$ cat config.mk
export PLATFORM = sky130hd
export DESIGN_NAME = noc_rx_port
export DESIGN_NICKNAME = d
export VERILOG_FILES = /design/src/rtl/noc_rx_port.sv
export SDC_FILE = /design/constraint.sdc
export NUM_CORES = 1
export LEC_CHECK = 0
export BUFFER_PORTS_ARGS = -buffer_cell sky130_fd_sc_hd__buf_2
export CORE_MARGIN = 2
export CORE_UTILIZATION = 41
export DETAILED_ROUTE_END_ITERATION = 7
export PLACE_DENSITY = 0.66
export SKIP_LAST_GASP = 1
export SYNTH_ARGS = -nofsm -noshare
export SYNTH_HDL_FRONTEND = slang
export SYNTH_SLANG_ARGS = --single-unit
$ cat constraint.sdc
create_clock -name clk -period 2.4 [get_ports clk]
set_clock_uncertainty 0.05 [all_clocks]
set_input_delay 0.24 -clock clk [delete_from_list [all_inputs] [get_ports clk]]
set_output_delay 0.24 -clock clk [all_outputs]
set_load 0.01 [all_outputs]
$ cat src/rtl/noc_rx_port.sv
// noc_rx_port: torus NoC ejection port with a 4-phase req/ack receiver,
// destination filtering and a first-word-fall-through FIFO.
module noc_rx_port #(
  parameter int DEPTH  = 4,
  parameter int NODE_X = 0,
  parameter int NODE_Y = 0
) (
  input  logic                         clk,
  input  logic                         rst,
  input  logic                         in_req,
  output logic                         in_ack,
  input  logic [38:0]                  in_data,
  output logic                         out_valid,
  input  logic                         out_ready,
  output logic [3:0]                   out_src,
  output logic [2:0]                   out_type,
  output logic [27:0]                  out_payload,
  output logic [$clog2(DEPTH+1)-1:0]   count,
  output logic [7:0]                   drop_cnt,
  output logic                         drop_pulse
);

  localparam int PTR_W = (DEPTH > 1) ? $clog2(DEPTH) : 1;
  localparam int CNT_W = $clog2(DEPTH + 1);

  typedef enum logic {
    RX_IDLE,
    RX_ACK
  } rx_state_e;

  rx_state_e         state_q, state_d;
  logic              ack_q, ack_d;
  logic [PTR_W-1:0]  wr_ptr_q, wr_ptr_d;
  logic [PTR_W-1:0]  rd_ptr_q, rd_ptr_d;
  logic [CNT_W-1:0]  count_q, count_d;
  logic [7:0]        drop_cnt_q, drop_cnt_d;
  logic              drop_pulse_q, drop_pulse_d;

  // Address bits are consumed by the filter, so only src/type/payload are stored.
  logic [34:0]       mem_q [DEPTH];

  logic match, full, idle_req, push, drop, pop;

  always_comb begin
    match    = (in_data[38:37] == 2'(NODE_X)) &&
               (in_data[36:35] == 2'(NODE_Y));
    full     = (count_q == CNT_W'(DEPTH));
    idle_req = (state_q == RX_IDLE) && in_req;
    push     = idle_req && match && !full;
    drop     = idle_req && !match;
    pop      = (count_q != '0) && out_ready;

    state_d = state_q;
    ack_d   = ack_q;
    unique case (state_q)
      RX_IDLE: begin
        if (push || drop) begin
          state_d = RX_ACK;
          ack_d   = 1'b1;
        end
      end
      RX_ACK: begin
        if (!in_req) begin
          state_d = RX_IDLE;
          ack_d   = 1'b0;
        end
      end
    endcase

    drop_pulse_d = drop;
    drop_cnt_d   = drop_cnt_q;
    if (drop && (drop_cnt_q != 8'hFF)) begin
      drop_cnt_d = drop_cnt_q + 8'd1;
    end

    wr_ptr_d = push ? wr_ptr_q + PTR_W'(1) : wr_ptr_q;
    rd_ptr_d = pop  ? rd_ptr_q + PTR_W'(1) : rd_ptr_q;
    count_d  = count_q + CNT_W'(push) - CNT_W'(pop);
  end

  always_ff @(posedge clk) begin
    if (rst) begin
      state_q      <= RX_IDLE;
      ack_q        <= 1'b0;
      wr_ptr_q     <= '0;
      rd_ptr_q     <= '0;
      count_q      <= '0;
      drop_cnt_q   <= '0;
      drop_pulse_q <= 1'b0;
    end else begin
      state_q      <= state_d;
      ack_q        <= ack_d;
      wr_ptr_q     <= wr_ptr_d;
      rd_ptr_q     <= rd_ptr_d;
      count_q      <= count_d;
      drop_cnt_q   <= drop_cnt_d;
      drop_pulse_q <= drop_pulse_d;
    end
  end

  always_ff @(posedge clk) begin
    if (push) begin
      mem_q[wr_ptr_q] <= in_data[34:0];
    end
  end

  assign in_ack      = ack_q;
  assign out_valid   = (count_q != '0);
  assign out_src     = mem_q[rd_ptr_q][34:31];
  assign out_type    = mem_q[rd_ptr_q][30:28];
  assign out_payload = mem_q[rd_ptr_q][27:0];
  assign count       = count_q;
  assign drop_cnt    = drop_cnt_q;
  assign drop_pulse  = drop_pulse_q;

endmodule

==> run metrics, run 1 <==
status finished, final reports clean; clock tree root buffer cell clkbuf_16; nets 487; RSZ-0062 raised after global routing no; Design Area, Final 7810 µm²; Placed Cells incl. Taps 566; sequential share of the synthesized area 76.8%; Req. time, crit path 2.65 ns; All-Layer GR Usage 15.2%; crit-path most repeated cell inv_1; htree depth 4; Die Y 125 µm; most frequent cells in the layout 140 x edfxtp_1, 91 x buf_2, 35 x mux4_2, 35 x dlygate4sd3_1; Worst VDD drop 619 µV; Placed Area 6820 µm²; delay-heaviest family, CP adder cells; DR iter-0 viols 176; CTS Buffer Depth 2; Worst Tran Pin Value 0.606 ns; M2 GR Usage 25.0%; fin util 54.1%; Hold Fails Final Rpt 0; Yosys warnings 0; CTS Buf Count 17; kind of critical path reg2reg; post-synthesis cell count 288; Final period util 92.5%; fraction of layout cells with a size suffix above 1 40.3%; pre-CTS WS -0.163 ns; Core Area 14400 µm²; GR peak layer met2; DRT Pass-1 Iters 4; Buf/Inv on CP 3; Die Wd 125 µm; vias in the first global route 3399; Row Count 44; Critical Path Fanout Max 4; Tmin final 2.22 ns; GR Util met3 4.49%; syn_area_per_cell 20.8 µm²; residual DRC count 0; Syn Std Cell Area 6000 µm²; register bit total from synthesis 160; total negative slack 0 ns; CP max stage delay 0.36 ns; pin count of the biggest net entering global routing 36; Syn Nets 339; commonest non-fill, non-tap cell in the layout edfxtp_1; clock tree sinks 160; hpwl dp 6500 µm; IO buf count 91; GPL Wtd Cong 0.760; initial core utilization 41.6%; DIE AREA 15600 µm²; Clock Latency Late Sink 0.42 ns; PD cells 942 nW/µm²; CTS tree built; Congestion Overflow GR 0; setup ws final 0.179 ns; final setup fails 0; initial antenna violation count 0; slowest CP cell fa_1; CP Capture Type flop; area grow syn2layout 30.2%; Final ANT Viol Nets 0; Vias 3166; final cell count without fillers 633; Final Slew Violations 0; clk slew on worst S/H paths 0.06 ns; critical-path cell list nand2b_4 > a211oi_4 > inv_1 > ha_1 > inv_1 > ha_1 > inv_1 > fa_1 > xor2_1 > xnor2_1 > nor2_1; Via density 5.00; fmax 450 MHz; first-pass GRT wire length 17800 µm; HP Class in2reg; Avg WL per Cell 17.5 µm; Max Cap Violations 0; # diodes 0; P_leak 2.73 nW; drt total wl 11100 µm; GR Util met1 18.9%; CP arrival 2.47 ns; Yosys cell types 34; postcts setup bufs 0; IO Count 92; CP startpoint kind flop; Rel. slew slack 59.3%
## worst register-to-register path, delay by kind of cell, from the launching register on
family | cells | cell delay (ns)
fa+ha+maj | 3 | 0.78
flops | 1 | 0.34
xor+xnor | 2 | 0.32
simple gates | 2 | 0.23
compound gates | 1 | 0.22
buf+inv | 3 | 0.18
## per-layer routing
metal	up-vias	wire (µm)
met1	1603	4990
met4	0	196
li1	1466	-
met2	84	5390
met5	-	0
met3	13	504
## repair_timing
item,in CTS,in global routing
endpoints found under the hold margin,140,0
setup endpoints to repair,0,1
resized for setup,0,1
hold buffers,35,0
## power breakdown
group / internal (W) / switching [W]
Clock: 0.00184 / 0.00105
Sequential: 0.00309 / 0.0000520
Combinational: 0.000689 / 0.000640
## layout make-up
class	count	area, µm²
Clock inverter	14	213
Sequential cell	160	4610
Tap cell	184	230
Inverter	9	33.8
Timing Repair Buffer	139	978
Clock buffer	18	429
Multi-Input combinational cell	109	1320
Fill cell	1151	6610
## cell usage after synthesis
cell	n	area, µm²
a211oi_1	2	15.0
fa_1	1	20.0
o211ai_1	1	7.51
mux4_2	35	788
nand2_1	4	15.0
and2_2	4	30.0
a211oi_4	1	20.0
o21a_1	1	7.51
or3_1	1	6.26
nor2_1	16	60.1
a41o_1	1	10.0
xor2_1	3	26.3
ha_1	7	87.6
a31oi_1	2	12.5
nand2b_4	1	13.8
inv_1	9	33.8
o21ai_0	3	15.0
clkbuf_1	6	22.5
a31o_2	1	8.76
and4b_1	1	10.0
o31a_1	1	8.76
buf_2	4	20.0
dfxtp_1	20	400
and3_1	1	6.26
edfxtp_1	140	4200
xnor2_1	3	26.3
nand4_1	2	12.5
nand3_1	3	15.0
nor4_1	1	6.26
a21oi_1	3	15.0
nor2b_1	2	12.5
nor3_1	4	20.0
mux2i_1	3	30.0
or4_4	1	11.3
## state kept, by name, indices dropped and copies added (netlist names), named ones only
signal      count
in_ack          1
drop_pulse      1
rd_ptr_q        2
mem_q         140
state_q         1
count           3
wr_ptr_q        2
drop_cnt        8
## through the flow
step	hold WS, ns	power, W
CTS	0.0639	0.00745
finish	0.0860	0.00736
global placement	0.400	0.00449
global route	0.0719	0.00767
floorplan	0.289	0.00406
detailed placement	0.406	0.00451
## logic make-up after synthesis
| family | share of synthesized area [%] |
|---|---|
| compound gates | 2.00 |
| xor+xnor | 0.876 |
| fa+ha+maj | 1.79 |
| buf+inv | 1.27 |
| flops | 76.8 |
| mux | 13.6 |
| simple gates | 3.65 |
## path summary, 6_finish.rpt
| check | slack [ns] | cells after the start | from | endpoint |
|---|---|---|---|---|
| worst max register to register | 0.18 | 11 | state_q | count[2] |
| worst min register to register | 0.49 | 2 | rd_ptr_q[1] | flop |
| worst max-delay path | 0.18 | 11 | state_q | count[2] |
| worst min-delay path | 0.09 | 3 | in_req | state_q |
No activity file was read; power rests on OpenSTA's default activity.
==> run 2, diff against run 1 <==
Settings changed: PLACE_DENSITY 0.66 to 0.64.
Clock period 2.4 ns to 2.8 ns, I/O delays scaled along.
==> run 2 against run 1 <==
Net effect: hold slack got worse by 0.061 ns; die area unchanged; first-iteration DRC count increased by 21%; sequential power decreased by 13%; critical endpoint unchanged; largest cell class unchanged; highest routed layer unchanged.
==> run metrics, run 2 (synthesized netlist as in run 1, its figures left out) <==
first-pass GRT wire length 16800 µm; HP Class in2reg; crit-path most repeated cell inv_1; Rel. slew slack 58.6%; Largest register FFs 140; CP arrival 2.56 ns; residual DRC count 0; htree depth 4; fmax 432 MHz; post-CTS sizing 0; Die Wd 125 µm; initial antenna violation count 0; worst r2r src count[1]; drt total wl 10500 µm; Critical Path Fanout Max 6; Core Area 14400 µm²; Vias 3020; Final ANT Viol Nets 0; Reg2Reg Depth 11; IO Count 92; Worst Tran Pin Value 0.616 ns; Die Y 125 µm; Hold Startpoint in_data[12]; initial core utilization 41.6%; Fillers 1179; setup ws final 0.487 ns; hold depth 1; most frequent cells in the layout 140 x edfxtp_1, 91 x buf_2, 35 x mux4_2; clock tree sinks 160; CTS Buffer Depth 2; fraction of layout cells with a size suffix above 1 42.4%; Buf/Inv on CP 3; critical-path cell list nor2_1 > a211oi_4 > inv_1 > ha_1 > inv_1 > ha_1 > inv_1 > fa_1 > xor2_1 > xnor2_1 > nor2_1; DR iter-0 viols 213; Hold Fails Final Rpt 0; clk slew on worst S/H paths 0.07 ns; total negative slack 0 ns; pin count of the biggest net entering global routing 36; endpoint with the worst hold slack mem_q[1][12]; P_leak 2.52 nW; Row Count 44; CP Capture Type flop; area grow syn2layout 22.4%; delay-heaviest family, CP adder cells; DIE AREA 15600 µm²; # diodes 0; pre-CTS WS 0.157 ns; CTS tree built; Final Slew Violations 0; nets 447; final setup fails 0; CP startpoint kind flop; status finished, final reports clean; RSZ-0062 raised after global routing no; beginning of the critical path count[1]; Final period util 82.6%; Avg WL per Cell 17.8 µm; CP max stage delay 0.45 ns; worst reg2reg setup slack 0.49 ns; Congestion Overflow GR 0; Clock Latency Late Sink 0.42 ns; Tmin final 2.31 ns; hpwl dp 6390 µm; GPL Wtd Cong 0.789; CTS Buf Count 17; commonest non-fill, non-tap cell in the layout edfxtp_1; slowest CP cell dfxtp_1; R2R Path End count[2]; clock tree root buffer cell clkbuf_16; Design Area, Final 7340 µm²; DRT Pass-1 Iters 4; PD cells 812 nW/µm²; Req. time, crit path 3.05 ns; Worst VDD drop 420 µV; All-Layer GR Usage 14.4%; vias in the first global route 3182; Placed Area 6770 µm²; Max Cap Violations 0; kind of critical path reg2reg; Via density 5.10; IO buf count 91; largest register by flop count mem_q
run 2: changes by cell type in the layout (fill, tap and decap cells not counted), moves of 2 or more:
cell           previous run  this run
dlygate4sd3_1            35         1
buf_4                     7         1
bufinv_16                 5         1
inv_6                     1         5
clkinv_2                  3         1
run 2: per-stage QoR:
step	power (W)	util [%]	hold slack (ns)	cells
finish	0.00596	50.9	0.0255	592
global route	0.00623	50.9	0.00278	592
CTS	0.00605	50.9	0.00135	592
detailed placement	0.00387	46.9	0.451	560
global placement	0.00386	46.9	0.441	560
floorplan	0.00348	-	0.329	288
run 2: area by class of cell:
type	instances	area, µm²	share of cell area [%]
Sequential cell	160	4610	62.8
Multi-Input combinational cell	109	1320	17.9
Timing Repair Buffer	99	593	8.08
Clock buffer	18	429	5.85
Tap cell	184	230	3.14
Clock inverter	13	130	1.77
Inverter	9	33.8	0.460
run 2: power by group:
group | internal (W) | switching (W) | total (W)
Sequential | 0.00265 | 0.0000732 | 0.00272
Clock | 0.00124 | 0.000934 | 0.00217
Combinational | 0.000562 | 0.000507 | 0.00107
run 2: timing repair:
item	CTS	global route
setup buffers	0	0
hold buffers	1	0
hold endpoints to repair	4	0
run 2: routing by layer:
metal,vias up,GRT usage [%],part of all wire [%]
met2,96,22.6,48
met1,1527,17.9,43
met5,-,0,0
li1,1386,-,-
met4,0,5.16,1.2
met3,11,6.55,7.9
run 2: worst max-delay path by stage:
stage,end,slack [ns],cells past startpoint
final,count[2],0.49,11
after global placement,count[2],0.20,12
after CTS,count[2],0.46,11
after floorplan,count[2],0.26,11
after global routing,count[2],0.32,11
after detailed placement,count[2],0.16,12
